==> src/rtl/com_pkg.sv <==
// ---------------------------------------------------------------------------
// com_pkg
// Shared definitions for the centroid frame controller: coordinate and
// counter widths, default active-area size, and the controller state type.
// ---------------------------------------------------------------------------
package com_pkg;

    localparam int X_W          = 11;    // pixel x width
    localparam int Y_W          = 10;    // pixel y width
    localparam int CNT_W        = 20;    // per-frame hit counter width
    localparam int H_ACTIVE_DEF = 1024;  // default active pixels per line
    localparam int V_ACTIVE_DEF = 768;   // default active lines per frame

    typedef enum logic [2:0] {
        S_IDLE,
        S_ACCUM,
        S_TAB,
        S_WAIT,
        S_DONE
    } state_t;

endpackage

==> src/rtl/com_frame_controller.sv <==
// ---------------------------------------------------------------------------
// com_frame_controller
// Sequences one centroid measurement per video frame around an external
// center_of_mass block: forwards masked in-area pixels during the frame,
// requests a tabulation after the last pixel, waits (bounded) for the result
// and publishes it as a latched centroid with a one-cycle valid pulse.
//
// Ports
//   clk_in, rst_in        clock, synchronous active-high reset
//   enable_in             level, allows a new frame to start
//   new_frame_in          pulse at frame start
//   hcount_in, vcount_in  current pixel coordinates
//   pixel_hit_in          current pixel passes the mask
//   com_x_out, com_y_out  pixel coordinates to center_of_mass
//   com_valid_out         pixel strobe to center_of_mass
//   com_tabulate_out      tabulate request pulse to center_of_mass
//   com_x_in, com_y_in    centroid from center_of_mass
//   com_valid_in          centroid strobe from center_of_mass
//   x_out, y_out          latched centroid
//   valid_out             pulse: frame result is final
//   found_out             level: last finished frame had at least one hit
//   timeout_out           pulse: result wait expired
//   skip_out              pulse: new_frame_in ignored while busy
// ---------------------------------------------------------------------------
module com_frame_controller
    import com_pkg::*;
#(
    parameter int H_ACTIVE       = H_ACTIVE_DEF,
    parameter int V_ACTIVE       = V_ACTIVE_DEF,
    parameter int TIMEOUT_CYCLES = 4096
) (
    input  logic           clk_in,
    input  logic           rst_in,
    input  logic           enable_in,
    input  logic           new_frame_in,
    input  logic [X_W-1:0] hcount_in,
    input  logic [Y_W-1:0] vcount_in,
    input  logic           pixel_hit_in,
    output logic [X_W-1:0] com_x_out,
    output logic [Y_W-1:0] com_y_out,
    output logic           com_valid_out,
    output logic           com_tabulate_out,
    input  logic [X_W-1:0] com_x_in,
    input  logic [Y_W-1:0] com_y_in,
    input  logic           com_valid_in,
    output logic [X_W-1:0] x_out,
    output logic [Y_W-1:0] y_out,
    output logic           valid_out,
    output logic           found_out,
    output logic           timeout_out,
    output logic           skip_out
);

    localparam int WAIT_W = $clog2(TIMEOUT_CYCLES + 1);

    // Last in-area coordinates; "coord < ACTIVE" is evaluated as
    // "coord <= LAST" so the compare stays at the port width.
    localparam logic [X_W-1:0]    H_LAST    = X_W'(H_ACTIVE - 1);
    localparam logic [Y_W-1:0]    V_LAST    = Y_W'(V_ACTIVE - 1);
    localparam logic [WAIT_W-1:0] WAIT_LAST = WAIT_W'(TIMEOUT_CYCLES - 1);
    localparam logic [CNT_W-1:0]  CNT_MAX   = '1;

    state_t state, state_next;

    logic [CNT_W-1:0]  hit_cnt;
    logic [WAIT_W-1:0] wait_cnt;

    logic in_area;
    logic fwd;
    logic frame_end;
    logic any_hit;

    logic start;
    logic result_take;
    logic timeout_hit;
    logic empty_end;
    logic skip;

    assign in_area   = (hcount_in <= H_LAST) && (vcount_in <= V_LAST);
    assign fwd       = (state == S_ACCUM) && pixel_hit_in && in_area;
    assign frame_end = (state == S_ACCUM) && (hcount_in == H_LAST) && (vcount_in == V_LAST);
    // The final pixel is counted in the same cycle it ends the frame.
    assign any_hit   = (hit_cnt != '0) || fwd;

    // State register
    always_ff @(posedge clk_in) begin
        if (rst_in) begin
            state <= S_IDLE;
        end else begin
            state <= state_next;
        end
    end

    // Next state and one-cycle control decisions
    always_comb begin
        state_next  = state;
        start       = 1'b0;
        result_take = 1'b0;
        timeout_hit = 1'b0;
        empty_end   = 1'b0;
        skip        = new_frame_in && (state != S_IDLE);

        case (state)
            S_IDLE: begin
                if (new_frame_in && enable_in) begin
                    start      = 1'b1;
                    state_next = S_ACCUM;
                end
            end
            S_ACCUM: begin
                if (frame_end) begin
                    if (any_hit) begin
                        state_next = S_TAB;
                    end else begin
                        empty_end  = 1'b1;
                        state_next = S_DONE;
                    end
                end
            end
            S_TAB: begin
                state_next = S_WAIT;
            end
            S_WAIT: begin
                // A result arriving on the expiry cycle takes priority.
                if (com_valid_in) begin
                    result_take = 1'b1;
                    state_next  = S_DONE;
                end else if (wait_cnt == WAIT_LAST) begin
                    timeout_hit = 1'b1;
                    state_next  = S_IDLE;
                end
            end
            S_DONE: begin
                state_next = S_IDLE;
            end
            default: begin
                state_next = S_IDLE;
            end
        endcase
    end

    // Counters, center_of_mass interface and result registers
    always_ff @(posedge clk_in) begin
        if (rst_in) begin
            hit_cnt          <= '0;
            wait_cnt         <= '0;
            com_x_out        <= '0;
            com_y_out        <= '0;
            com_valid_out    <= 1'b0;
            com_tabulate_out <= 1'b0;
            x_out            <= '0;
            y_out            <= '0;
            valid_out        <= 1'b0;
            found_out        <= 1'b0;
            timeout_out      <= 1'b0;
            skip_out         <= 1'b0;
        end else begin
            com_valid_out <= fwd;
            if (fwd) begin
                com_x_out <= hcount_in;
                com_y_out <= vcount_in;
            end

            // TAB follows the last possible pixel cycle, so registering the
            // request puts it one cycle after that pixel's com_valid_out.
            com_tabulate_out <= (state == S_TAB);

            if (start) begin
                hit_cnt <= '0;
            end else if (fwd && (hit_cnt != CNT_MAX)) begin
                hit_cnt <= hit_cnt + CNT_W'(1);
            end

            if (state == S_TAB) begin
                wait_cnt <= '0;
            end else if (state == S_WAIT) begin
                wait_cnt <= wait_cnt + WAIT_W'(1);
            end

            if (result_take) begin
                x_out     <= com_x_in;
                y_out     <= com_y_in;
                found_out <= 1'b1;
            end else if (empty_end) begin
                found_out <= 1'b0;
            end

            // DONE lasts one cycle, so this pulse coincides with DONE.
            valid_out   <= (state_next == S_DONE);
            timeout_out <= timeout_hit;
            skip_out    <= skip;
        end
    end

endmodule
==> config.mk <==
export PLATFORM = sky130hd
export DESIGN_NAME = com_frame_controller
export DESIGN_NICKNAME = d
export VERILOG_FILES = /design/src/rtl/com_pkg.sv /design/src/rtl/com_frame_controller.sv
export SDC_FILE = /design/constraint.sdc
export NUM_CORES = 1
export LEC_CHECK = 0
export CELL_PAD_IN_SITES_DETAIL_PLACEMENT = 0
export CELL_PAD_IN_SITES_GLOBAL_PLACEMENT = 1
export CORE_MARGIN = 2
export CORE_UTILIZATION = 35
export DETAILED_ROUTE_END_ITERATION = 7
export PLACE_DENSITY_LB_ADDON = 0.12
export SLEW_MARGIN = 20
export SYNTH_ARGS = -nofsm -noshare
export SYNTH_HDL_FRONTEND = slang
export SYNTH_SLANG_ARGS = --single-unit
==> constraint.sdc <==
create_clock -name clk_in -period 5.5 [get_ports clk_in]
set_clock_uncertainty 0.05 [all_clocks]
set_input_delay 1.375 -clock clk_in [delete_from_list [all_inputs] [get_ports clk_in]]
set_output_delay 1.375 -clock clk_in [all_outputs]
set_load 0.005 [all_outputs]
==> results.ini <==
[timing]
period_share=0.639
worstMarginPinSlew_ps=873
rsz0062_at_grt=no
report.final.slew_viol_count=0
max_slew_margin=0.417
fmax_ghz=0.284
finalSetupViolCount=0
fin_setup_tns_ps=0
fin_crit_ps=3520
hold_viol_final=0

[clock_tree]
cts.clk_slew.worst_paths_ps=80
cts_setup_buffers=0
clk_latency_ps=360
cts_tree=done
root_buffer=clkbuf_8
holdBufCountCts=0
cts_resized=0
cts_buffers=9
h-tree-depth=3
clock_sink_count=84
cts.path.max_buffers=2

[grt]
grt.total_usage=0.173
grt_pass1_wl_um=15700
grt_overflow=0
antenna_found_initial=0
grt_pass1_vias=3232
grt_max_degree=54

[synth]
synth-async-reset-ratio=0
yosysTopAreaCell=dfxtp_1
synth_compound_area_frac=0.133
yosysSeqAreaShare=0.459
synth-adder-area-share=0.0103
syn_area_um2=3660
synth_xor_xnor_area_share=0.0215
synthMuxAreaShare=0.0441
synthFlopType=dfxtp_1
synthSimpleGateAreaFrac=0.295
synth_area_leaders=dfxtp_1 46%, nand2_1 12%, a21oi_1 7.1%, mux2i_1 4.1%, nand2b_1 2.6%
synth_seq_cells=84
yosysWarnings=0
synth_top_family_by_area=simple AND/OR/NAND/NOR gates
syn-instance-count=451
synth_edf_count=0
yosysUniqueCellTypes=48
synth_top_cell_area_share=0.459
syn-mean-instance-area_um2=8.11
syn_nets=502

[worst_setup_path]
critPathKind=in -> reg
worstPathRequired_ps=5740
path_max_fanout=9
rr_startpoint=state[0]
crit_path_start_kind=primary input
critPathCaptureType=register
crit_chain=clkdlybuf4s50_1 > or4b_4 > or4_1 > a2111oi_2 > mux2i_1
r2r_cells=4
worstPathArrival_ps=3750
crit_path_max_incr_delay_ps=740
r2r-end=hit_cnt[13]
cp_slowest_cell=or4_1
rrSetupSlack_ps=2930

[hold_path]
hold_start=com_x_out[9]
hold_end=com_x_out[9]
worstHoldPathCells=2
hold_path_class=reg -> reg

[final_layout]
fin_util=0.482
final_cell_mix=115 x nand2_1, 94 x clkdlybuf4s50_1, 84 x dfxtp_1, 51 x a21oi_1, 20 x nor2_1
antenna_cells=0
layout.nets=587
layout_commonest_cell=nand2_1
drive_above_1_share=0.0500
seq_area_um2=1680
fill_cells=1051
multi_input_area_um2=1860
area_delta_synth_final_pct=34.7

[die]
dieArea_um2=11300
die_w_um=106
design.core.area_um2=10200
die_y_um=106
rows=37
ios=96
start_util=0.358

[detailed_routing]
ant_nets=0
dr_total_vias=3388
routed_wl_um=9410
vias_per_cell=5.01
first_pass_iters=4
wl_per_cell_um=13.9
post-route-drc-count=0
first_iter_violations=100

[placement]
port_buffers=95
place_hpwl_um=6590
gp_congestion=0.760

[power]
ir_worst_vdd_mv=0.131
power_density_nw_per_um2=236
p_leak_nw=1.56

[outcome]
outcome=finished, final reports clean

[flow_run]
maxCapViolCount=0

-- metal layers --
layer  track usage  part of all wire  vias up
met2         0.283              0.47       70
met5             0                 0        -
li1              -                 -     1746
met4        0.0686             0.016        0
met1         0.216              0.47     1560
met3        0.0472             0.048       12
-- final cells by class --
| type | count | area share |
|---|---|---|
| clock inverter | 4 | 0.0150 |
| multi-input combinational | 333 | 0.378 |
| tap | 136 | 0.0345 |
| timing repair buffer | 99 | 0.198 |
| sequential | 84 | 0.341 |
| inverter | 9 | 0.00685 |
| clock buffer | 11 | 0.0266 |
-- per-stage QoR --
| step | worst slack (ps) | instances | power (mW) | instance area [um2] | hold WS [ps] |
|---|---|---|---|---|---|
| 3_3_place_gp | 1640 | 661 | 0.705 | 4710 | 392 |
| 2_1_floorplan | 2210 | 451 | 0.656 | 3660 | 403 |
| 6_report | 1980 | 676 | 1.16 | 4930 | 404 |
| 5_1_grt | 1710 | 676 | 1.22 | 4930 | 426 |
| 4_1_cts | 2000 | 676 | 1.19 | 4930 | 409 |
| 3_5_place_dp | 1610 | 661 | 0.706 | 4730 | 397 |
-- registers in the layout, indices dropped and copies added, names as in the netlist --
| register | count |
|---|---|
| com_y_out | 10 |
| com_tabulate_out | 1 |
| y_out | 10 |
| state | 3 |
| found_out | 1 |
| hit_cnt | 20 |
| com_x_out | 11 |
| timeout_out | 1 |
| x_out | 11 |
| valid_out | 1 |
| wait_cnt | 13 |
| skip_out | 1 |
| com_valid_out | 1 |
-- how the worst max path moves through the flow --
stage	end	slack (ps)	cells after the start	startpoint
6_report	hit_cnt[13]	1980	5	hcount_in[10]
5_1_grt	hit_cnt[0]	1710	5	hcount_in[10]
4_1_cts	hit_cnt[13]	2000	5	hcount_in[10]
3_5_place_dp	hit_cnt[13]	1610	5	hcount_in[10]
3_3_place_gp	hit_cnt[13]	1640	5	hcount_in[10]
2_1_floorplan	hit_cnt[10]	2210	5	hcount_in[10]
-- cell usage after synthesis, types with 9 or more instances --
library cell and count:
nor2_1 20, nand3_1 13, nand2_1 115, nor4_1 13, dfxtp_1 84, nor3_1 10
nand4_1 9, mux2i_1 15, clkbuf_1 23, nand2b_1 15, inv_1 9, a21oi_1 52
-- critical path: cells and delay by family --
family	cells	cell delay (ps)
AO/OA/AOI/OAI	1	420
multiplexers	1	210
AND/OR/NAND/NOR	2	1320
buffers and inverters	1	420
-- power breakdown --
part	internal [mW]	total, mW	leakage [nW]	switching (mW)
Clock	0.255	0.473	0.104	0.218
Combinational	0.0434	0.0771	0.781	0.0336
Sequential	0.611	0.614	0.677	0.00306
Total	0.909	1.16	1.56	0.255
-- cells by family (layout without fill, tap and decap cells) --
family / count (synthesis) / after routing
AOI/OAI and AO/OA: 81 / 81
xor gates and xnor gates: 9 / 9
buffers and inverters: 34 / 123
DFF: 84 / 84
adders and majority gates: 3 / 3
muxes: 16 / 16
and+or+nand+nor: 224 / 224
(Power assumes the default switching activity.)
